## src/rtl/cp0_reg_pkg.sv

```systemverilog
// Shared CP0 definitions: bus types, register numbers, exception codes and
// Status/Cause field positions.
package cp0_reg_pkg;

    localparam int unsigned REG_W  = 32;
    localparam int unsigned ADDR_W = 5;
    localparam int unsigned INT_W  = 6;

    typedef logic [REG_W-1:0]  reg_bus_t;
    typedef logic [ADDR_W-1:0] reg_addr_t;

    localparam reg_bus_t ZERO_WORD = 32'h0000_0000;

    localparam reg_addr_t CP0_REG_COUNT   = 5'd9;
    localparam reg_addr_t CP0_REG_COMPARE = 5'd11;
    localparam reg_addr_t CP0_REG_STATUS  = 5'd12;
    localparam reg_addr_t CP0_REG_CAUSE   = 5'd13;
    localparam reg_addr_t CP0_REG_EPC     = 5'd14;
    localparam reg_addr_t CP0_REG_PRID    = 5'd15;
    localparam reg_addr_t CP0_REG_CONFIG  = 5'd16;

    localparam reg_bus_t EXC_INTERRUPT = 32'h0000_0001;
    localparam reg_bus_t EXC_RI        = 32'h0000_000a;
    localparam reg_bus_t EXC_ERET      = 32'h0000_000e;

    localparam logic [4:0] EXCCODE_INT = 5'h00;
    localparam logic [4:0] EXCCODE_RI  = 5'h0a;

    localparam int unsigned STATUS_EXL   = 1;
    localparam int unsigned CAUSE_BD     = 31;
    localparam int unsigned CAUSE_IP_HI  = 15;
    localparam int unsigned CAUSE_IP_LO  = 10;
    localparam int unsigned CAUSE_EXC_HI = 6;
    localparam int unsigned CAUSE_EXC_LO = 2;

    // Software-writable Cause bits: IV(23), WP(22), IP1..0(9:8)
    localparam reg_bus_t CAUSE_WMASK = 32'h00C0_0300;

    // Architectural state that changes at run time
    typedef struct packed {
        reg_bus_t count;
        reg_bus_t compare;
        reg_bus_t status;
        reg_bus_t cause;
        reg_bus_t epc;
    } cp0_state_t;

    function automatic logic [4:0] exc_code(input reg_bus_t excepttype);
        return (excepttype == EXC_RI) ? EXCCODE_RI : EXCCODE_INT;
    endfunction

endpackage

```

## src/rtl/cp0_reg.sv

```systemverilog
// CP0 register file: Count/Compare timer, Status/Cause/EPC exception state,
// read-only PrId/Config, and a combinational mfc0 read port.
module cp0_reg
    import cp0_reg_pkg::*;
#(
    parameter reg_bus_t PRID_VALUE   = 32'h004c_0102,
    parameter reg_bus_t CONFIG_RESET = 32'h0000_8000,
    parameter reg_bus_t STATUS_RESET = 32'h1000_0000
) (
    input  logic                clk,
    input  logic                rst,
    input  logic                we_i,
    input  logic [ADDR_W-1:0]   waddr_i,
    input  logic [REG_W-1:0]    data_i,
    input  logic [ADDR_W-1:0]   raddr_i,
    output logic [REG_W-1:0]    data_o,
    input  logic [INT_W-1:0]    int_i,
    input  logic [REG_W-1:0]    excepttype_i,
    input  logic [REG_W-1:0]    current_inst_addr_i,
    input  logic                is_in_delayslot_i,
    output logic [REG_W-1:0]    count_o,
    output logic [REG_W-1:0]    compare_o,
    output logic [REG_W-1:0]    status_o,
    output logic [REG_W-1:0]    cause_o,
    output logic [REG_W-1:0]    epc_o,
    output logic [REG_W-1:0]    config_o,
    output logic [REG_W-1:0]    prid_o,
    output logic                timer_int_o
);

    cp0_state_t cur;
    cp0_state_t nxt;
    logic       timer_nxt;

    // Next state: free-running effects, then mtc0, then exception on top
    always_comb begin
        nxt       = cur;
        timer_nxt = timer_int_o;

        nxt.count = cur.count + 32'd1;
        if ((cur.compare != ZERO_WORD) && (cur.count == cur.compare)) begin
            timer_nxt = 1'b1;
        end
        nxt.cause[CAUSE_IP_HI:CAUSE_IP_LO] = int_i;

        if (we_i) begin
            case (waddr_i)
                CP0_REG_COUNT:   nxt.count = data_i;
                CP0_REG_COMPARE: begin
                    nxt.compare = data_i;
                    timer_nxt   = 1'b0;
                end
                CP0_REG_STATUS:  nxt.status = data_i;
                CP0_REG_CAUSE:   nxt.cause  = (nxt.cause & ~CAUSE_WMASK) | (data_i & CAUSE_WMASK);
                CP0_REG_EPC:     nxt.epc    = data_i;
                default: ;
            endcase
        end

        // EXL is taken after the older mtc0 has been applied
        case (excepttype_i)
            EXC_INTERRUPT, EXC_RI: begin
                if (!nxt.status[STATUS_EXL]) begin
                    nxt.epc = is_in_delayslot_i ? (current_inst_addr_i - 32'd4)
                                                : current_inst_addr_i;
                    nxt.cause[CAUSE_BD]    = is_in_delayslot_i;
                    nxt.status[STATUS_EXL] = 1'b1;
                end
                nxt.cause[CAUSE_EXC_HI:CAUSE_EXC_LO] = exc_code(excepttype_i);
            end
            EXC_ERET: nxt.status[STATUS_EXL] = 1'b0;
            default: ;
        endcase
    end

    always_ff @(posedge clk or posedge rst) begin
        if (rst) begin
            cur.count   <= ZERO_WORD;
            cur.compare <= ZERO_WORD;
            cur.status  <= STATUS_RESET;
            cur.cause   <= ZERO_WORD;
            cur.epc     <= ZERO_WORD;
            timer_int_o <= 1'b0;
        end else begin
            cur         <= nxt;
            timer_int_o <= timer_nxt;
        end
    end

    assign count_o   = cur.count;
    assign compare_o = cur.compare;
    assign status_o  = cur.status;
    assign cause_o   = cur.cause;
    assign epc_o     = cur.epc;
    // Read-only registers hold their fixed values
    assign config_o  = CONFIG_RESET;
    assign prid_o    = PRID_VALUE;

    // mfc0 read port; no forwarding of the write in flight
    always_comb begin
        data_o = ZERO_WORD;
        case (raddr_i)
            CP0_REG_COUNT:   data_o = cur.count;
            CP0_REG_COMPARE: data_o = cur.compare;
            CP0_REG_STATUS:  data_o = cur.status;
            CP0_REG_CAUSE:   data_o = cur.cause;
            CP0_REG_EPC:     data_o = cur.epc;
            CP0_REG_PRID:    data_o = PRID_VALUE;
            CP0_REG_CONFIG:  data_o = CONFIG_RESET;
            default:         data_o = ZERO_WORD;
        endcase
    end

endmodule

```

## config.mk

```make
export PLATFORM = sky130hd
export DESIGN_NAME = cp0_reg
export DESIGN_NICKNAME = d
export VERILOG_FILES = /design/src/rtl/cp0_reg_pkg.sv /design/src/rtl/cp0_reg.sv
export SDC_FILE = /design/constraint.sdc
export NUM_CORES = 1
export LEC_CHECK = 0
export BUFFER_PORTS_ARGS = -buffer_cell sky130_fd_sc_hd__buf_2
export CAP_MARGIN = 10
export CORE_MARGIN = 2
export CORE_UTILIZATION = 45
export CTS_BUF_LIST = sky130_fd_sc_hd__clkbuf_4
export CTS_CLUSTER_DIAMETER = 60
export DETAILED_ROUTE_END_ITERATION = 12
export PLACE_DENSITY = 0.86
export SLEW_MARGIN = 5
export SYNTH_ARGS = -nofsm -noshare
export SYNTH_HDL_FRONTEND = slang
export SYNTH_SLANG_ARGS = --single-unit
```

## constraint.sdc

```tcl
create_clock -name clk -period 4.3 [get_ports clk]
set_input_delay 0.43 -clock clk [delete_from_list [all_inputs] [get_ports clk]]
set_output_delay 0.43 -clock clk [all_outputs]
set_load 0.05 [all_outputs]
```

======== Word level (Yosys, flattened, before mapping) ========
Cells that the tools add are included.
W data, S select, Z words.
operators by class
  $add $sub $neg .......................... 2
  equal/unequal tests ..................... 16
  muxes and demuxes ....................... 18
  bitwise logic cells ..................... 1
  reductions and logical operators ........ 9
operators with widths
  operator                 number
  $mux W32                 8
  $pmux W32 S7             1
  $mux W160                1
  $eq A32 B4 Y1 const B    2
  $eq A5 B4 Y1 const B     11
  $add A32 B1 Y32 const B  1
  $eq A32 B1 Y1 const B    1
  $eq A32 B32 Y1           1
  $or A32 B24 Y32          1
  $reduce_bool A32 Y1      1
  $sub A32 B3 Y32 const B  1
  $reduce_and A2 Y1        4
  $eq A5 B5 Y1 const B     1
  $mux W1                  5
  $mux W5                  1
  $mux W4                  1
  $reduce_bool A2 Y1       2
  $pmux W1 S2              1
  $reduce_or A2 Y1         1
  $logic_and A1 B1 Y1      1
storage, ports and cells
  register bits ........................... 161
  bits of input ports ..................... 116
  output and inout bits ................... 257
  logic and storage cells ................. 55

======== Depth between registers and ports, before layout ========
Gate-level depths: netlist (run 1).
  word-level depth ........................ 5
  mapped depth ............................ 7
  mapped depth without buffers ............ 7

======== Worst setup path after synthesis (run 1) ========
Ideal clock, no wire load.
  path kind ............................... input-to-output
  from .................................... input port raddr_i[1]
  to ...................................... output port data_o[0]
  arrival ................................. 2.593 ns
  required time ........................... 3.870 ns
  setup slack ............................. 1.277 ns
  stages on the path ...................... 5
  buffers on the path ..................... 3
  path through ............................ clkbuf_1 -> buf_2 -> buf_1 -> mux2i_1 -> o21ai_0
between the ends
  cells in the longest elaborated chain, start to end .. 2
  elaborated cells on any way between the ends .. 8
  those cells by class .................... eq/ne (7); mux (1)
ends and longest elaborated chain
  element                                       line            text
  start, declared                               cp0_reg.sv:15   input logic [ADDR_W-1:0] raddr_i,
  $eq A5 B5 Y1 or $eq A5 B4 Y1 (tied branches)  cp0_reg.sv:102  case (raddr_i)
  $pmux W32 S7 (*)                              cp0_reg.sv:102
  end, declared                                 cp0_reg.sv:16   output logic [REG_W-1:0] data_o,
Every way passes the cells marked *; elsewhere a longest branch is shown, timed or not.

======== Final worst setup path (run 1) ========
  from .................................... input port raddr_i[4]
  to ...................................... output port data_o[10]
The elaborated chain is that of the path after synthesis.

==> metrics, run 1 <==
outcome=finished, final reports clean; reg2reg start=count_o[6]; final setup fails=0; Critical path origin=raddr_i[4]; setup TNS=0 ns; HPWL Detailed=24140 um; total number of yosys warnings=0; pin count of the biggest net entering global routing=89; # resized after CTS=0; CTS tree=yes; clock sink total=141; first-pass GRT wire length=approximately 44000 um; Initial Util=45.84%; antenna violations before repair=3; core area=19400 sq um; Placed Area=10220 sq um; Synth Cell Area=8892 sq um; WL met2=approximately 14000 um; Storage cell area=3530 sq um; all-layer global routing usage=about 29%; Longest Clk Path Bufs=2; global route overflow=0; worst-skew pair later-pin latency=around 0.56 ns; CP Launch Type=input port; Synth Area per Inst=a little over 10 sq um; M1 wire length=13210 um; I/O Buffers=289; 1st-iter DRT viols=746; Total Power=around 5600 uW; arrival time worst endpoint=~2.3 ns; H-Tree Depth=4; Vias per Instance=approximately 5.5; Post-synth EDFFs=0; Crit path required time=just under 4 ns; routed wire length per instance=21.81 um; fillers=1753; Layout area overhead=18.94%; post-synthesis register bit count=141; top sig layer=met4; critical setup path kind=input port to primary output; DRC violations left=0; fin crit share=between 60 and 70%; die height=around 140 um; total iterations of the first detailed-routing run=6; Pins Over Slew Limit=0; CTS Root Cell=clkbuf_4; leak pwr=0.005222 uW; clock slew at reported path FFs=0.13 ns; hold_ws=0.01179 ns; TritonCTS Buffers=17; Max VDD drop=between 0.15 and 0.2 mV; Ports=373; row count=51; vias in the first global route=a little over 7000; die width=around 140 um; setup bufs post-CTS=0; Worst Tran Pin Value=just under 1 ns; die area=20900 sq um; Synth cell types=56; fmax=roughly 360 MHz; RSZ-0062 raised after global routing=false; routability cong.=about 0.95; crit end category=primary output; layout cells sized above 1=36.83%; Antenna Nets Post-Route=0; commonest register cell after synthesis=dfrtp_1; fraction of synthesis flops using an asynchronous set or reset pin=100.0%; total wire length=between 30000 and 40000 um; final hold violations=0; Pwr Density=529.1 nW/um^2; footprint of the multi-input gates=~4800 sq um; class of the worst hold path=input port to async pin; via count=7811; Hold Buf Count CTS=6; wire length on met3=2356 um; Max Fanout on Critical Path=8; Final Skew=0.02000 ns; min Tclk post-route=2.757 ns; Post-Layout Inst Area=10580 sq um; sequential share of the synthesized area=39.69%; Syn Inst Count=between 800 and 900; Max Cap Viol=0; fin nets=1248; relative slew slack=35.24%
==> cells in the mapped netlist (3+ instances only) <==
master	number	area, sq um
dfrtp_1	140	3503
mux2i_1	91	910.9
buf_4	84	630.6
mux2_2	68	765.7
xor2_1	62	543.0
nor2_1	57	214.0
a21oi_1	37	185.2
clkbuf_1	33	123.9
nor4_1	28	175.2
xnor2_1	28	245.2
o21ai_0	25	125.1
nand2_1	24	90.09
nand3_1	21	105.1
a22oi_1	16	120.1
nand4_1	13	81.33
buf_2	11	55.05
nor3_1	11	55.05
a221o_1	10	100.1
inv_1	10	37.54
o2bb2ai_1	8	70.07
nand3b_1	6	45.04
nor3b_1	6	45.04
or3_1	5	31.28
or4_1	5	37.54
and4_1	4	35.03
buf_6	4	45.04
nand4b_1	4	35.03
nor3_2	4	40.04
buf_1	3	11.26
mux2_1	3	33.78
o22ai_1	3	18.77
o41ai_1	3	26.28
==> final cells by class <==
| cell class | count | share of cell area (%) |
|---|---|---|
| multi-input cells | 653 | 45.19 |
| flip-flops and latches | 141 | 33.37 |
| repair buffers | 307 | 15.10 |
| well taps | 265 | 3.135 |
| clock inverters | 13 | 1.408 |
| clock buffers | 19 | 1.349 |
| inverters | 10 | 0.4022 |
| diodes | 2 | 0.04732 |
==> through the flow <==
| step | setup WS (ns) | std cells | utilization [%] |
|---|---|---|---|
| floorplan | 0.09043 | 939 | - |
| global placement | 1.600 | 1370 | 52.68 |
| detailed placement | 1.480 | 1370 | 52.68 |
| CTS | 1.554 | 1408 | 54.50 |
| global route | 1.444 | 1410 | 54.52 |
| finish | 1.543 | 1410 | 54.52 |
==> final timing paths <==
check | end | slack [ns] | depth (start not counted)
max reg2reg | count_o[31] | 1.96 | 5
max in group asynchronous | status_o[28] | 3.34 | 3
min reg2reg | timer_int_o | 0.52 | 1
min in group clk | cause_o[5] | 0.08 | 2
min | compare_o[9] | 0.01 | 2
max | data_o[10] | 1.54 | 7
==> power breakdown <==
part	switching, uW	total (uW)	leakage (uW)	internal (uW)
Combinational	1900	2560	0.00332	657
Sequential	512	2130	0.00174	1620
Clock	497	905	0.000155	408
==> kinds of logic after synthesis <==
group	Yosys count	share of synthesized area, %
adders and majority gates	2	0.2814
DFF	141	39.69
muxes	162	19.23
and+or+nand+nor	206	13.65
AOI/OAI and AO/OA	110	8.035
buffers and inverters	145	10.16
other	2	0.08446
xor gates and xnor gates	90	8.865
==> cells in the final DEF (no fill, tap or decap), types with 3 or more instances in the layout <==
master           n
buf_2          289
dfrtp_1        140
mux2i_1         91
conb_1          83
mux2_2          68
xor2_1          62
nor2_1          57
a21oi_1         37
nor4_1          28
xnor2_1         28
o21ai_0         25
nand2_1         24
nand3_1         21
clkbuf_4        19
a22oi_1         16
nand4_1         13
buf_4           12
a221o_1         10
nor3_1          10
inv_1            9
o2bb2ai_1        8
nand3b_1         6
dlygate4sd3_1    6
or3_1            5
nor3_2           5
or4_1            5
nor3b_1          4
nand4b_1         4
and4_1           4
nor3b_2          3
o41ai_1          3
mux2_1           3
o22ai_1          3
clkinv_1         3
clkinv_2         3
bufinv_16        3
==> state kept, by name (all words and copies together) (netlist names) <==
register and flops:
epc_o 32, compare_o 32, status_o 32, timer_int_o 1, cause_o 12, count_o 32
==> worst max-delay path: stages <==
cell     delay [ns]
buf_2          0.11
nor2b_1        0.21
nand2_1        0.29
nor3b_2        0.55
buf_4          0.26
a221o_1        0.19
buf_2          0.28
==> per-layer routing <==
metal  global-route usage [%]  vias to the layer above
li1                         -                     3474
met1                    41.11                     3814
met2                    42.23                      442
met3                    5.828                       81
met4                    11.80                        0
met5                        0                        -
Power figures use the tool's default switching activity.
==> inputs of run 2 (changes only) <==
- clock period: 4.3 -> 2.3 ns (I/O delays scaled with it)
==> run 2 against run 1 <==
Register-to-register slack got worse by 1.7 ns. Die area stayed put. Combinational power rose by 110%. Non-clock buffer count is 76 higher. Global-route usage grew 1.1 points. Via count grew 6.2%.
==> metrics, run 2 (synthesis gave the netlist of run 1 again) <==
commonest non-fill, non-tap cell in the layout=buf_2; Slowest-stage cell, CP=nor3b_2; Worst setup endpoint=data_o[6]; critical setup path kind=input port to primary output; first-pass GRT wire length=46150 um; antenna violations before repair=2; Max Fanout on Critical Path=27; all-layer global routing usage=29.73%; Initial Util=between 40 and 50%; fillers=between 1500 and 2000; total wire length=31980 um; CP Launch Type=input port; Worst Path Buf+Inv=3; arrival time worst endpoint=2.02 ns; most frequent CP cell=buf_2; commonest cells after routing, fill and taps aside=286 x buf_2, 139 x dfrtp_1, 89 x mux2i_1, 83 x conb_1, 68 x mux2_2; clock sink total=141; CP Depth=8; final hold violations=0; setup TNS=0 ns; Storage cell area=3531 sq um; routed wire length per instance=21.54 um; Largest stage delay, worst path=0.31 ns; die width=144.6 um; Crit path required time=2.07 ns; Post-Layout Inst Area=11390 sq um; Final Skew=0.01535 ns; die area=roughly 21000 sq um; reg2reg start=count_o[15]; leak pwr=0.005597 uW; worst-skew pair later-pin latency=0.56 ns; HPWL Detailed=about 25000 um; final setup fails=0; Worst Tran Pin Value=between 0.7 and 0.8 ns; Placed Area=10590 sq um; global route overflow=0; fin crit share=97.80%; worst reg2reg path endpoint=count_o[31]; CTS Root Cell=clkbuf_4; row count=51; min Tclk post-route=2.249 ns; Ports=373; I/O Buffers=289; die height=144.6 um; Vias per Instance=5.587; footprint of the multi-input gates=4788 sq um; Antenna Nets Post-Route=0; TritonCTS Buffers=17; Max Cap Viol=0; fin nets=1324; Layout area overhead=28.13%; 1st-iter DRT viols=slightly below 900; Critical path origin=raddr_i[4]; clock slew at reported path FFs=0.11 ns; Max VDD drop=0.3194 mV; layout cells sized above 1=37.41%; flop-to-flop setup slack=0.31 ns; pin count of the biggest net entering global routing=65; Top delay family on crit path=simple AND/OR/NAND/NOR gates; Pwr Density=roughly 950 nW/um^2; crit path cell chain=buf_2 > nor2b_1 > nand2_1 > nor3b_2 > buf_12 > a22oi_1 > o21ai_1 > buf_2; vias in the first global route=7770; outcome=finished, final reports clean; total iterations of the first detailed-routing run=5; class of the worst hold path=input port to flip-flop; DRC violations left=0; via count=roughly 8300; RSZ-0062 raised after global routing=false; R2R cell count=5; H-Tree Depth=4; routability cong.=~0.96; Longest Clk Path Bufs=2; CTS tree=yes; Pins Over Slew Limit=0; setup bufs post-CTS=0; relative slew slack=47.48%; fmax=around 440 MHz; core area=19400 sq um; crit end category=primary output
run 2: cell count changes in the layout (fill, tap and decap cells not counted), sizes merged:
| cell | before | now |
|---|---|---|
| dlygate4sd3 | 6 | 49 |
| diode | 2 | 1 |
| clkinv | 8 | 5 |
| clkbuf | 19 | 24 |
| inv | 10 | 9 |
| buf | 301 | 333 |
run 2: area by class of cell:
class | instances | area share (%)
Antenna cell | 1 | 0.02196
Inverter | 10 | 0.3624
Tap cell | 265 | 2.910
Clock inverter | 9 | 1.043
Sequential cell | 141 | 30.99
Clock buffer | 23 | 1.515
Multi-Input combinational cell | 653 | 42.03
Timing Repair Buffer | 383 | 21.13
run 2: worst min-delay path by stage:
stage	start	to	slack [ns]	cells after the start
final	current_inst_addr_i[11]	epc_o[11]	0.02	3
after global placement	int_i[2]	cause_o[12]	0.34	1
after global routing	current_inst_addr_i[24]	epc_o[24]	0.007	3
after CTS	current_inst_addr_i[24]	epc_o[24]	0.004	3
after detailed placement	int_i[1]	cause_o[11]	0.34	1
after floorplan	int_i[0]	cause_o[10]	0.26	0
run 2: routing by layer:
metal	vias to the layer above	global-route usage, %	share of wire, %
met5	-	0	0.041
met4	2	12.06	3.8
met3	98	7.152	9.6
met2	519	45.77	47
met1	4052	40.35	40
li1	3626	-	-
run 2: through the flow:
step	setup slack, ns	utilization (%)	instances	hold WS, ns	power [uW]
final	0.05054	58.73	1485	0.02199	10780
after global routing	0.01407	58.73	1485	0.007279	11190
after CTS	0.05898	58.57	1483	0.003997	10720
after detailed placement	0.09666	54.59	1403	0.3398	8985
after global placement	0.1403	54.59	1403	0.3386	8906
after floorplan	0.007710	-	939	0.2614	7431
run 2: timing repair:
item                       in CTS  in global routing
hold buffers                   48                  1
resized for setup               0                  6
setup endpoints to repair       0                  3
hold endpoints to repair      110                  1
run 2: worst min-delay path, stage by stage:
cell	delay, ns
buf_2	0.10
xor2_1	0.07
mux2i_1	0.14
run 2: power breakdown:
part           internal [uW]  switching, uW  total (uW)
sequential              3030            738        3770
combinational           1460           3860        5320
clock                    813            878        1690
total                   5300           5470       10800
